<file path="src/rtl/cmt_ctrl_mw_pkg.sv">
// Shared types and constants for the multi-lane commit controller.
// Holds the FSM encoding, lane event types, interrupt cause codes and width helpers.
package cmt_ctrl_mw_pkg;

    localparam logic [3:0] IRQ_MSI = 4'd3;
    localparam logic [3:0] IRQ_MTI = 4'd7;
    localparam logic [3:0] IRQ_MEI = 4'd11;

    typedef enum logic [2:0] {
        ST_RUN,
        ST_GAP,
        ST_WFI_REQ,
        ST_SLEEP,
        ST_WAKE
    } cmt_state_e;

    typedef enum logic [2:0] {
        EV_NONE,
        EV_EXCP,
        EV_MRET,
        EV_WFI,
        EV_BJP
    } cmt_event_e;

    // Width of the retire count (LANE_CNT_W) and of a lane index.
    function automatic int lane_cnt_w(input int nlane);
        return $clog2(nlane + 1);
    endfunction

    function automatic int lane_idx_w(input int nlane);
        return (nlane > 1) ? $clog2(nlane) : 1;
    endfunction

    // Highest-priority enabled interrupt: MEI > MSI > MTI.
    function automatic logic [3:0] irq_code(input logic ext_en, input logic sft_en);
        if (ext_en)      return IRQ_MEI;
        else if (sft_en) return IRQ_MSI;
        else             return IRQ_MTI;
    endfunction

endpackage

</file>
<file path="src/rtl/cmt_lane_sel.sv">
// Finds the oldest lane in the contiguous valid group that carries a commit event.
// Returns its index, the event kind and how many lanes retire ahead of or with it.
module cmt_lane_sel
    import cmt_ctrl_mw_pkg::*;
#(
    parameter  int NLANE = 2,
    localparam int CNT_W = lane_cnt_w(NLANE),
    localparam int IDX_W = lane_idx_w(NLANE)
) (
    input  logic [NLANE-1:0] i_valid,
    input  logic [NLANE-1:0] i_excp,
    input  logic [NLANE-1:0] i_mret,
    input  logic [NLANE-1:0] i_wfi,
    input  logic [NLANE-1:0] i_bjp,
    output logic             o_found,
    output logic [IDX_W-1:0] o_idx,
    output cmt_event_e       o_ev,
    output logic [CNT_W-1:0] o_retire_cnt
);

    logic w_run;

    always_comb begin
        // NOTE: blocking assignments here let w_run and o_found carry state across loop iterations within one evaluation.
        w_run        = 1'b1;
        o_found      = 1'b0;
        o_idx        = '0;
        o_ev         = EV_NONE;
        o_retire_cnt = '0;
        for (int k = 0; k < NLANE; k++) begin
            w_run = w_run & i_valid[k];
            if (w_run && !o_found) begin
                if (i_excp[k]) begin
                    o_found      = 1'b1;
                    o_idx        = IDX_W'(k);
                    o_ev         = EV_EXCP;
                    o_retire_cnt = CNT_W'(k);
                end else if (i_mret[k] || i_wfi[k] || i_bjp[k]) begin
                    o_found      = 1'b1;
                    o_idx        = IDX_W'(k);
                    o_ev         = i_mret[k] ? EV_MRET : (i_wfi[k] ? EV_WFI : EV_BJP);
                    o_retire_cnt = CNT_W'(k + 1);
                end else begin
                    o_retire_cnt = CNT_W'(k + 1);
                end
            end
        end
    end

endmodule

</file>
<file path="src/rtl/cmt_ctrl_mw.sv">
// Multi-lane in-order commit controller: retirement, trap/flush arbitration,
// CSR commit strobes, post-flush holdoff and the WFI halt/sleep handshake.
module cmt_ctrl_mw
    import cmt_ctrl_mw_pkg::*;
#(
    parameter  int NLANE      = 2,
    parameter  int PC_W       = 32,
    parameter  int XLEN       = 32,
    parameter  int FLUSH_GAP  = 1,
    localparam int LANE_CNT_W = lane_cnt_w(NLANE)
) (
    input  logic                  clk,
    input  logic                  rst_n,
    input  logic [NLANE-1:0]      cmt_i_valid,
    input  logic [NLANE*PC_W-1:0] cmt_i_pc,
    input  logic [NLANE-1:0]      cmt_i_excp,
    input  logic [NLANE*4-1:0]    cmt_i_excp_code,
    input  logic [NLANE*PC_W-1:0] cmt_i_badaddr,
    input  logic [NLANE-1:0]      cmt_i_bjp_flush,
    input  logic [NLANE*PC_W-1:0] cmt_i_bjp_pc,
    input  logic [NLANE-1:0]      cmt_i_mret,
    input  logic [NLANE-1:0]      cmt_i_wfi,
    output logic                  cmt_o_ready,
    input  logic                  status_mie_r,
    input  logic                  meie_r,
    input  logic                  msie_r,
    input  logic                  mtie_r,
    input  logic                  ext_irq_r,
    input  logic                  sft_irq_r,
    input  logic                  tmr_irq_r,
    input  logic                  dbg_mode,
    input  logic [XLEN-1:0]       csr_mtvec_r,
    input  logic [PC_W-1:0]       csr_mepc_r,
    output logic                  wfi_halt_req,
    input  logic                  wfi_halt_ack,
    output logic                  core_wfi,
    output logic [LANE_CNT_W-1:0] cmt_retire_cnt,
    output logic                  pipe_flush_req,
    output logic [PC_W-1:0]       pipe_flush_pc,
    output logic [PC_W-1:0]       cmt_epc,
    output logic                  cmt_epc_ena,
    output logic [XLEN-1:0]       cmt_cause,
    output logic                  cmt_cause_ena,
    output logic [PC_W-1:0]       cmt_badaddr,
    output logic                  cmt_badaddr_ena,
    output logic                  cmt_status_ena,
    output logic                  cmt_mret_ena
);

    localparam int IDX_W = lane_idx_w(NLANE);

    cmt_state_e             r_state;
    cmt_state_e             w_state_nxt;
    logic [2:0]             r_gap_cnt;
    logic [PC_W-1:0]        r_wake_pc;

    logic                   w_fire;
    logic                   w_ext_en, w_sft_en, w_tmr_en;
    logic                   w_wake;
    logic                   w_irq;
    logic [XLEN-1:0]        w_irq_cause;
    logic                   w_sel_found;
    logic [IDX_W-1:0]       w_sel_idx;
    cmt_event_e             w_sel_ev;
    logic [LANE_CNT_W-1:0]  w_sel_cnt;
    logic [PC_W-1:0]        w_lane_pc;
    logic [PC_W-1:0]        w_lane_pc4;
    logic                   w_trap;
    logic                   w_gap_load;
    logic                   w_wfi_enter;
    logic                   w_unused;

    assign cmt_o_ready  = (r_state == ST_RUN);
    assign wfi_halt_req = (r_state == ST_WFI_REQ) || (r_state == ST_SLEEP);
    // Decoded straight from the state so an asynchronous reset drops it at once.
    assign core_wfi     = (r_state == ST_SLEEP);

    assign w_fire   = cmt_o_ready & cmt_i_valid[0];
    assign w_ext_en = ext_irq_r & meie_r;
    assign w_sft_en = sft_irq_r & msie_r;
    assign w_tmr_en = tmr_irq_r & mtie_r;
    assign w_wake   = w_ext_en | w_sft_en | w_tmr_en;
    assign w_irq    = status_mie_r & w_wake;

    always_comb begin
        w_irq_cause           = '0;
        w_irq_cause[XLEN-1]   = 1'b1;
        w_irq_cause[3:0]      = irq_code(w_ext_en, w_sft_en);
    end

    cmt_lane_sel #(.NLANE(NLANE)) u_lane_sel (
        .i_valid      (cmt_i_valid),
        .i_excp       (cmt_i_excp),
        .i_mret       (cmt_i_mret),
        .i_wfi        (cmt_i_wfi),
        .i_bjp        (cmt_i_bjp_flush),
        .o_found      (w_sel_found),
        .o_idx        (w_sel_idx),
        .o_ev         (w_sel_ev),
        .o_retire_cnt (w_sel_cnt)
    );

    assign w_lane_pc  = cmt_i_pc[w_sel_idx*PC_W +: PC_W];
    assign w_lane_pc4 = w_lane_pc + PC_W'(4);
    assign w_unused   = ^{csr_mtvec_r[1:0], w_sel_found};

    always_comb begin
        // NOTE: every output and next-state signal gets a default first so no path infers a latch.
        w_state_nxt     = r_state;
        w_gap_load      = 1'b0;
        w_wfi_enter     = 1'b0;
        w_trap          = 1'b0;
        cmt_retire_cnt  = '0;
        pipe_flush_req  = 1'b0;
        pipe_flush_pc   = '0;
        cmt_epc         = '0;
        cmt_epc_ena     = 1'b0;
        cmt_cause       = '0;
        cmt_cause_ena   = 1'b0;
        cmt_badaddr     = '0;
        cmt_badaddr_ena = 1'b0;
        cmt_status_ena  = 1'b0;
        cmt_mret_ena    = 1'b0;

        unique case (r_state)
            ST_RUN: begin
                if (w_fire) begin
                    if (w_irq) begin
                        w_trap    = 1'b1;
                        cmt_epc   = cmt_i_pc[PC_W-1:0];
                        cmt_cause = w_irq_cause;
                    end else begin
                        cmt_retire_cnt = w_sel_cnt;
                        unique case (w_sel_ev)
                            EV_EXCP: begin
                                w_trap          = 1'b1;
                                cmt_epc         = w_lane_pc;
                                cmt_cause       = XLEN'(cmt_i_excp_code[w_sel_idx*4 +: 4]);
                                cmt_badaddr     = cmt_i_badaddr[w_sel_idx*PC_W +: PC_W];
                                cmt_badaddr_ena = 1'b1;
                            end
                            EV_MRET: begin
                                cmt_mret_ena   = 1'b1;
                                pipe_flush_req = 1'b1;
                                pipe_flush_pc  = csr_mepc_r;
                            end
                            EV_WFI: begin
                                if (!dbg_mode) begin
                                    w_wfi_enter    = 1'b1;
                                    pipe_flush_req = 1'b1;
                                    pipe_flush_pc  = w_lane_pc4;
                                    w_state_nxt    = ST_WFI_REQ;
                                end
                            end
                            EV_BJP: begin
                                pipe_flush_req = 1'b1;
                                pipe_flush_pc  = cmt_i_bjp_pc[w_sel_idx*PC_W +: PC_W];
                            end
                            default: ;
                        endcase
                    end
                end
            end
            ST_GAP: begin
                if (r_gap_cnt <= 3'd1) w_state_nxt = ST_RUN;
            end
            ST_WFI_REQ: begin
                if (w_wake)            w_state_nxt = ST_WAKE;
                else if (wfi_halt_ack) w_state_nxt = ST_SLEEP;
            end
            ST_SLEEP: begin
                if (w_wake) w_state_nxt = ST_WAKE;
            end
            ST_WAKE: begin
                w_state_nxt = ST_GAP;
                w_gap_load  = 1'b1;
                if (w_irq) begin
                    w_trap    = 1'b1;
                    cmt_epc   = r_wake_pc;
                    cmt_cause = w_irq_cause;
                end else begin
                    pipe_flush_req = 1'b1;
                    pipe_flush_pc  = r_wake_pc;
                end
            end
            default: w_state_nxt = ST_RUN;
        endcase

        if (w_trap) begin
            cmt_epc_ena    = 1'b1;
            cmt_cause_ena  = 1'b1;
            cmt_status_ena = 1'b1;
            pipe_flush_req = 1'b1;
            pipe_flush_pc  = {csr_mtvec_r[PC_W-1:2], 2'b00};
        end

        if (r_state == ST_RUN && pipe_flush_req && !w_wfi_enter) begin
            w_state_nxt = ST_GAP;
            w_gap_load  = 1'b1;
        end
    end

    always_ff @(posedge clk or negedge rst_n) begin
        if (!rst_n) begin
            r_state   <= ST_RUN;
            r_gap_cnt <= '0;
            r_wake_pc <= '0;
        end else begin
            r_state <= w_state_nxt;
            if (w_gap_load)
                r_gap_cnt <= 3'(FLUSH_GAP);
            else if (r_state == ST_GAP)
                r_gap_cnt <= r_gap_cnt - 3'd1;
            if (w_wfi_enter)
                r_wake_pc <= w_lane_pc4;
        end
    end

endmodule

</file>
<file path="config.mk">
export PLATFORM = sky130hd
export DESIGN_NAME = cmt_ctrl_mw
export DESIGN_NICKNAME = d
export VERILOG_FILES = /design/src/rtl/cmt_ctrl_mw_pkg.sv /design/src/rtl/cmt_lane_sel.sv /design/src/rtl/cmt_ctrl_mw.sv
export SDC_FILE = /design/constraint.sdc
export NUM_CORES = 1
export LEC_CHECK = 0
export CELL_PAD_IN_SITES_DETAIL_PLACEMENT = 1
export CELL_PAD_IN_SITES_GLOBAL_PLACEMENT = 1
export CORE_MARGIN = 2
export CORE_UTILIZATION = 23
export CTS_BUF_LIST = sky130_fd_sc_hd__clkbuf_8
export CTS_CLUSTER_SIZE = 28
export DETAILED_ROUTE_END_ITERATION = 10
export HOLD_SLACK_MARGIN = 0.06
export PLACE_DENSITY_LB_ADDON = 0.25
export SYNTH_ARGS = -nofsm -noshare
export SYNTH_HDL_FRONTEND = slang
export SYNTH_SLANG_ARGS = --single-unit
</file>
<file path="constraint.sdc">
create_clock -name clk -period 6.92 [get_ports clk]
set_input_delay 1.384 -clock clk [delete_from_list [all_inputs] [get_ports clk]]
set_output_delay 1.384 -clock clk [all_outputs]
set_load 0.005 [all_outputs]
</file>
Yosys cells after proc, flatten, opt, wreduce, memory -nomap -nowiden
Index checks and enable logic that the tools add are counted.
Widths: inputs -> output; s select.
- add/subtract/negate cells: 2
- multipliers: 0
- divide/modulo/power cells: 0
- magnitude comparators: 1
- eq/ne operators: 15
- shift operators: 4
- mux-type cells: 84
- bitwise gates (word level): 8
- reductions and logical operators: 14
- operators by type and width (kind ; number):
    $mux 32 ; 16
    $pmux 32 s2 ; 3
    $shiftx 64x7->32 ; 3
    $pmux 32 s3 ; 1
    $mux 3 ; 22
    $add 32x3->32 const B ; 1
    $mux 1 ; 30
    $pmux 3 s5 ; 1
    $eq 3x2->1 const B ; 4
    $mux 2 ; 6
    $ne 3x1->1 const B ; 3
    $mux 4 ; 2
    $shiftx 8x4->4 ; 1
    $reduce_and 7->1 ; 1
    $and 1x1->1 ; 6
    $eq 3x1->1 const B ; 2
    $eq 3x3->1 const B ; 2
    $ne 3x2->1 const B ; 2
    $pmux 1 s2 ; 3
    $logic_or 1x1->1 ; 5
    $ne 4x3->1 const B ; 1
    $le 3x1->1 const B ; 1
    $logic_and 1x1->1 ; 3
    $logic_not 3->1 ; 1
    other kinds (6) ; 8
- register bits: 38
- latch bits: 0
- RAM bits: 0
- ROM bits: 0
- input bits: 285
- memories: 0

Depth between registers and ports, before layout
- word-level depth: 19
- mapped depth: 17

Cells and area by module
From an unflattened synthesis, not the netlist that was laid out.
- cell total of the unflattened synthesis: 751
- area total of the unflattened synthesis: 5490.3 um^2
- modules (own cells, without submodules) (module ; instances ; cells each ; area an instance (um^2) ; sequential area each (um^2)):
    cmt_ctrl_mw ; 1 ; 731 ; 5345.1 ; 950.9
    cmt_lane_sel ; 1 ; 20 ; 145.1 ; 0.0

Worst setup path after synthesis
Ideal clock, no wire load.
- path kind: input to output
- start point: input cmt_i_mret[0]
- end point: output pipe_flush_pc[30]
- data arrival time: 4.699 ns
- slack: 0.837 ns
- stages: 16
- buffers on the path: 4
- cells stage by stage: or3_1 clkbuf_2 nor3_2 buf_2 buf_2 buf_2 nand2_1 nand2_1 ha_1 and3_1 nand3_1 mux2i_1 o211a_2 nand3_1 xnor2_1 o21ai_1
- cells in the longest elaborated chain, start to end: 16
- elaborated cells on any way between the ends: 32
- classes of those cells: add/sub: 1; eq/ne: 4; shift: 2; mux: 21; reduce/logical: 4
- ends and longest elaborated chain (item ; line ; source):
    start, declared ; cmt_ctrl_mw.sv:21 ; input logic [NLANE-1:0] cmt_i_mret,
    $logic_or 1x1->1 (2 in series) ; cmt_lane_sel.sv:38 ; end else if (i_mret[k] || i_wfi[k] || i_bjp[k]) begin
    $mux 1 ; cmt_lane_sel.sv:38 ;
    $mux 1 ; cmt_lane_sel.sv:33 ; if (i_excp[k]) begin
    $mux 1 ; cmt_lane_sel.sv:32 ; if (w_run && !o_found) begin
    $logic_not 1->1 ; cmt_lane_sel.sv:32 ;
    $logic_and 1x1->1 ; cmt_lane_sel.sv:32 ;
    $mux 1 ; cmt_lane_sel.sv:32 ;
    $shiftx 64x7->32 ; cmt_ctrl_mw.sv:103 ; assign w_lane_pc = cmt_i_pc[w_sel_idx*PC_W +: PC_W];
    $add 32x3->32 ; cmt_ctrl_mw.sv:104 ; assign w_lane_pc4 = w_lane_pc + PC_W'(4);
    $mux 32 ; cmt_ctrl_mw.sv:148 ; if (!dbg_mode) begin
    $pmux 32 s3 ; cmt_ctrl_mw.sv:134 ; unique case (w_sel_ev)
    $mux 32 ; cmt_ctrl_mw.sv:128 ; if (w_irq) begin
    $mux 32 ; cmt_ctrl_mw.sv:127 ; if (w_fire) begin
    $pmux 32 s2 ; cmt_ctrl_mw.sv:125 ; unique case (r_state)
    $mux 32 * ; cmt_ctrl_mw.sv:189 ; if (w_trap) begin
    end, declared ; cmt_ctrl_mw.sv:39 ; output logic [PC_W-1:0] pipe_flush_pc,
Every way passes the cells marked *; elsewhere a longest branch is shown, timed or not.

Final worst setup path
- start point: input cmt_i_mret[0]
- end point: output pipe_flush_pc[14]
Same word-level chain as after synthesis.

==> flow_summary.yaml <==
sta:
  period_minus_slack_ns: 6.66
  rsz0062_at_grt: "false"
  slew_headroom_pct: 29.1
  hold_violations: 0
  tns_ns: 0
  fin_crit_sh_pct: 96.3
  final-setup-viol-count: 0
  slew_violations: 0
  fin_hold_ws_ns: 0.514
  fin_skew_ns: 0.0163
  worst_pin_slew_ns: 1.06
  max_freq_mhz: 150
synthesis:
  ys_types: 71
  syn_inst: 829
  synth_seq_area_share_pct: 16.2
  ys_async_sr_fraction_pct: 100
  netlist_area_mm2: 0.00586
  syn_area_per_cell_um2: 7.07
  synth_seq_cells: 38
  synth-edff-count: 0
  synth.yosys.warnings: 0
  ys.flop_type: "dfrtp_1"
setup_path:
  cp.arrival_ns: 5.28
  worstSetupEndpoint: "pipe_flush_pc[14]"
  worst_r2r_path_depth: 7
  cp_max_fo: 9
  r2r_setup_slack_ns: 4.45
  crit_path_end_kind: "primary output"
  start_kind: "input port"
  reg2reg_from: "r_state[2]"
  startpoint: "cmt_i_mret[0]"
  crit_type: "input port to primary output"
  cp.required_ns: 5.54
  reg2reg_to: "r_wake_pc[24]"
detailed_routing:
  drtPass1Iterations: 7
  wl_met2_um: 16300
  m1WireLength_um: 14700
  drtIter0Drc: 492
  drc: 0
  finalWirelength_um: 33600
  drtAntennaViolNets: 0
  wl_per_cell_um: 22.0
  routed_via_density: 5.20
  highest_layer: "met4"
  vias: 7926
  wl_met3_um: 1950
worst_hold_path:
  hold_path_class: "flip-flop to flip-flop"
die:
  fp-row-count: 58
  pin_count: 424
  core_area_mm2: 0.0251
  die_w_um: 164
  initial_core_util_pct: 23.3
  dieHeight_um: 164
  dieArea_mm2: 0.0268
clock_network:
  cts-root-buf: "clkbuf_8"
  clockBufferDepth: 2
  cts_tree: "done"
  clk_pin_slew_ns: 0.08
  h-tree-depth: 2
  cts_hold_buffers: 0
  clk_latency_ns: 0.32
  clock_sinks: 38
  cts_made_buffers: 5
placement:
  gp_congestion: 0.851
  place_hpwl_um: 25900
  port_buffers: 394
final_layout:
  final_core_util_pct: 40.4
  layout.nets: 1481
  nFillCells: 3088
  area_growth_pct: 73.3
  drive_above_1_share_pct: 7.62
run:
  cap_violations: 0
run_status:
  outcome: "finished clean"
global_routing:
  grt_pass1_vias: 8140
  grt_pass1_wl_um: 49400
  overflow: 0
  antenna_found_initial: 2
  grt_max_degree: 92
  grt_usage_pct: 24.1
power_and_ir_drop:
  p_leak_nw: 4.04
  vdd_ir_drop_max_mv: 0.0640
  p_per_area_mw_per_mm2: 116
  power_mw: 1.18
==> logic make-up (layout without fill, tap and decap cells) <==
| logic type | Yosys count | count (layout) | synth area share (%) |
|---|---|---|---|
| adder cells (fa/ha/maj) | 3 | 3 | 0.641 |
| buffers and inverters | 126 | 465 | 11.4 |
| multiplexers | 56 | 56 | 10.9 |
| AND/OR/NAND/NOR | 316 | 316 | 24.9 |
| flip-flops | 38 | 38 | 16.2 |
| XOR/XNOR | 38 | 38 | 5.68 |
| AO/OA/AOI/OAI | 251 | 251 | 30.2 |
| other | 1 | 28 | 0.0640 |
==> metal layers <==
metal | global-route usage (%) | up-vias
li1 | - | 3724
met1 | 32.2 | 3904
met2 | 40.8 | 267
met3 | 3.91 | 31
met4 | 5.30 | 0
met5 | 0 | -
==> state kept, by name (all words and copies together) (netlist names) <==
name       count
r_wake_pc     32
r_gap_cnt      3
r_state        3
==> power breakdown <==
part	switching, mW	internal (mW)	total (mW)
logic	0.280	0.359	0.639
registers	0.0515	0.279	0.330
clock network	0.103	0.106	0.209
total	0.435	0.744	1.18
==> placed cells by master (no fill, tap or decap), types with 3 or more instances in the layout <==
cell and instances:
a221oi_1 18, or3_1 5, a221oi_2 4, ha_1 3, a22oi_2 4, a22oi_1 25, conb_1 27, o21ai_1 16
a21o_1 4, inv_1 37, nor2_1 53, a222oi_1 31, nor4_1 4, and4_1 4, dfrtp_1 38, nand2_1 154
nor2b_1 5, a21oi_1 63, xor2_1 14, nand3_1 27, and3_1 12, o21ai_0 49, mux2_2 19, mux2_4 6
and2_1 6, xnor2_1 24, mux2i_1 28, clkbuf_8 5, clkdlybuf4s50_1 393, nand4_1 13, nor3_1 11, a221o_1 5
a22o_1 3, buf_4 27, a211oi_1 4
==> cells in the mapped netlist, types with 5 or more instances <==
cell        n  area (um2)
nand2_1   155         582
a21oi_1    63         315
nor2_1     54         203
o21ai_0    49         245
dfrtp_1    38         951
inv_1      35         131
clkbuf_1   34         128
a222oi_1   31         310
buf_4      30         225
mux2i_1    29         290
nand3_1    27         135
a22oi_1    25         188
xnor2_1    24         210
mux2_2     19         214
a221oi_1   18         158
buf_2      17        85.1
o21ai_1    16        80.1
xor2_1     14         123
nand4_1    13        81.3
and3_1     12        75.1
nor3_1     12        60.1
and2_1      7        43.8
mux2_4      6        90.1
nor2b_1     6        37.5
or3_1       6        37.5
a221o_1     5        50.1
==> critical path, stage by stage <==
cell             delay, ns
clkdlybuf4s50_1       0.45
or3_1                 0.45
nor3_4                0.29
nand2_1               0.09
nand2_1               0.10
ha_1                  0.20
buf_4                 0.16
nand4_1               0.11
mux2i_2               0.58
nand2_1               0.16
xor2_1                0.20
a222oi_1              0.49
o21ai_1               0.14
clkdlybuf4s50_1       0.47
==> repair_timing <==
action	CTS	global route
setup endpoints to repair	1	0
buffers inserted	0	0
hold endpoints to repair	0	0
resized for setup	1	0
==> metrics by stage <==
step,setup WS [ns],area (um2),instances
after detailed placement,-0.0438,10000,1516
after floorplan,0.837,5960,855
final,0.258,10200,1525
after CTS,0.189,10100,1524
after global placement,0.0456,10000,1516
after global routing,0.0527,10200,1525
==> layout make-up <==
class / count / area, um2 / area share, %
inverters: 35 / 131 / 1.29
clock buffers: 5 / 68.8 / 0.678
clock inverters: 3 / 37.5 / 0.370
diodes: 1 / 2.50 / 0.0246
multi-input cells: 691 / 4390 / 43.2
well taps: 330 / 413 / 4.07
flip-flops and latches: 38 / 951 / 9.37
repair buffers: 422 / 4160 / 41.0
==> how the worst min path moves through the flow <==
stage	to	slack, ns	depth (start not counted)	startpoint
after floorplan	r_wake_pc[0]	0.47	2	r_wake_pc[0]
after global placement	r_wake_pc[1]	0.49	2	r_wake_pc[1]
after detailed placement	r_wake_pc[9]	0.50	2	r_wake_pc[9]
after CTS	r_wake_pc[9]	0.52	2	r_wake_pc[9]
after global routing	r_wake_pc[9]	0.55	2	r_wake_pc[9]
final	r_wake_pc[9]	0.51	2	r_wake_pc[9]
No activity file was read; power rests on OpenSTA's default activity.
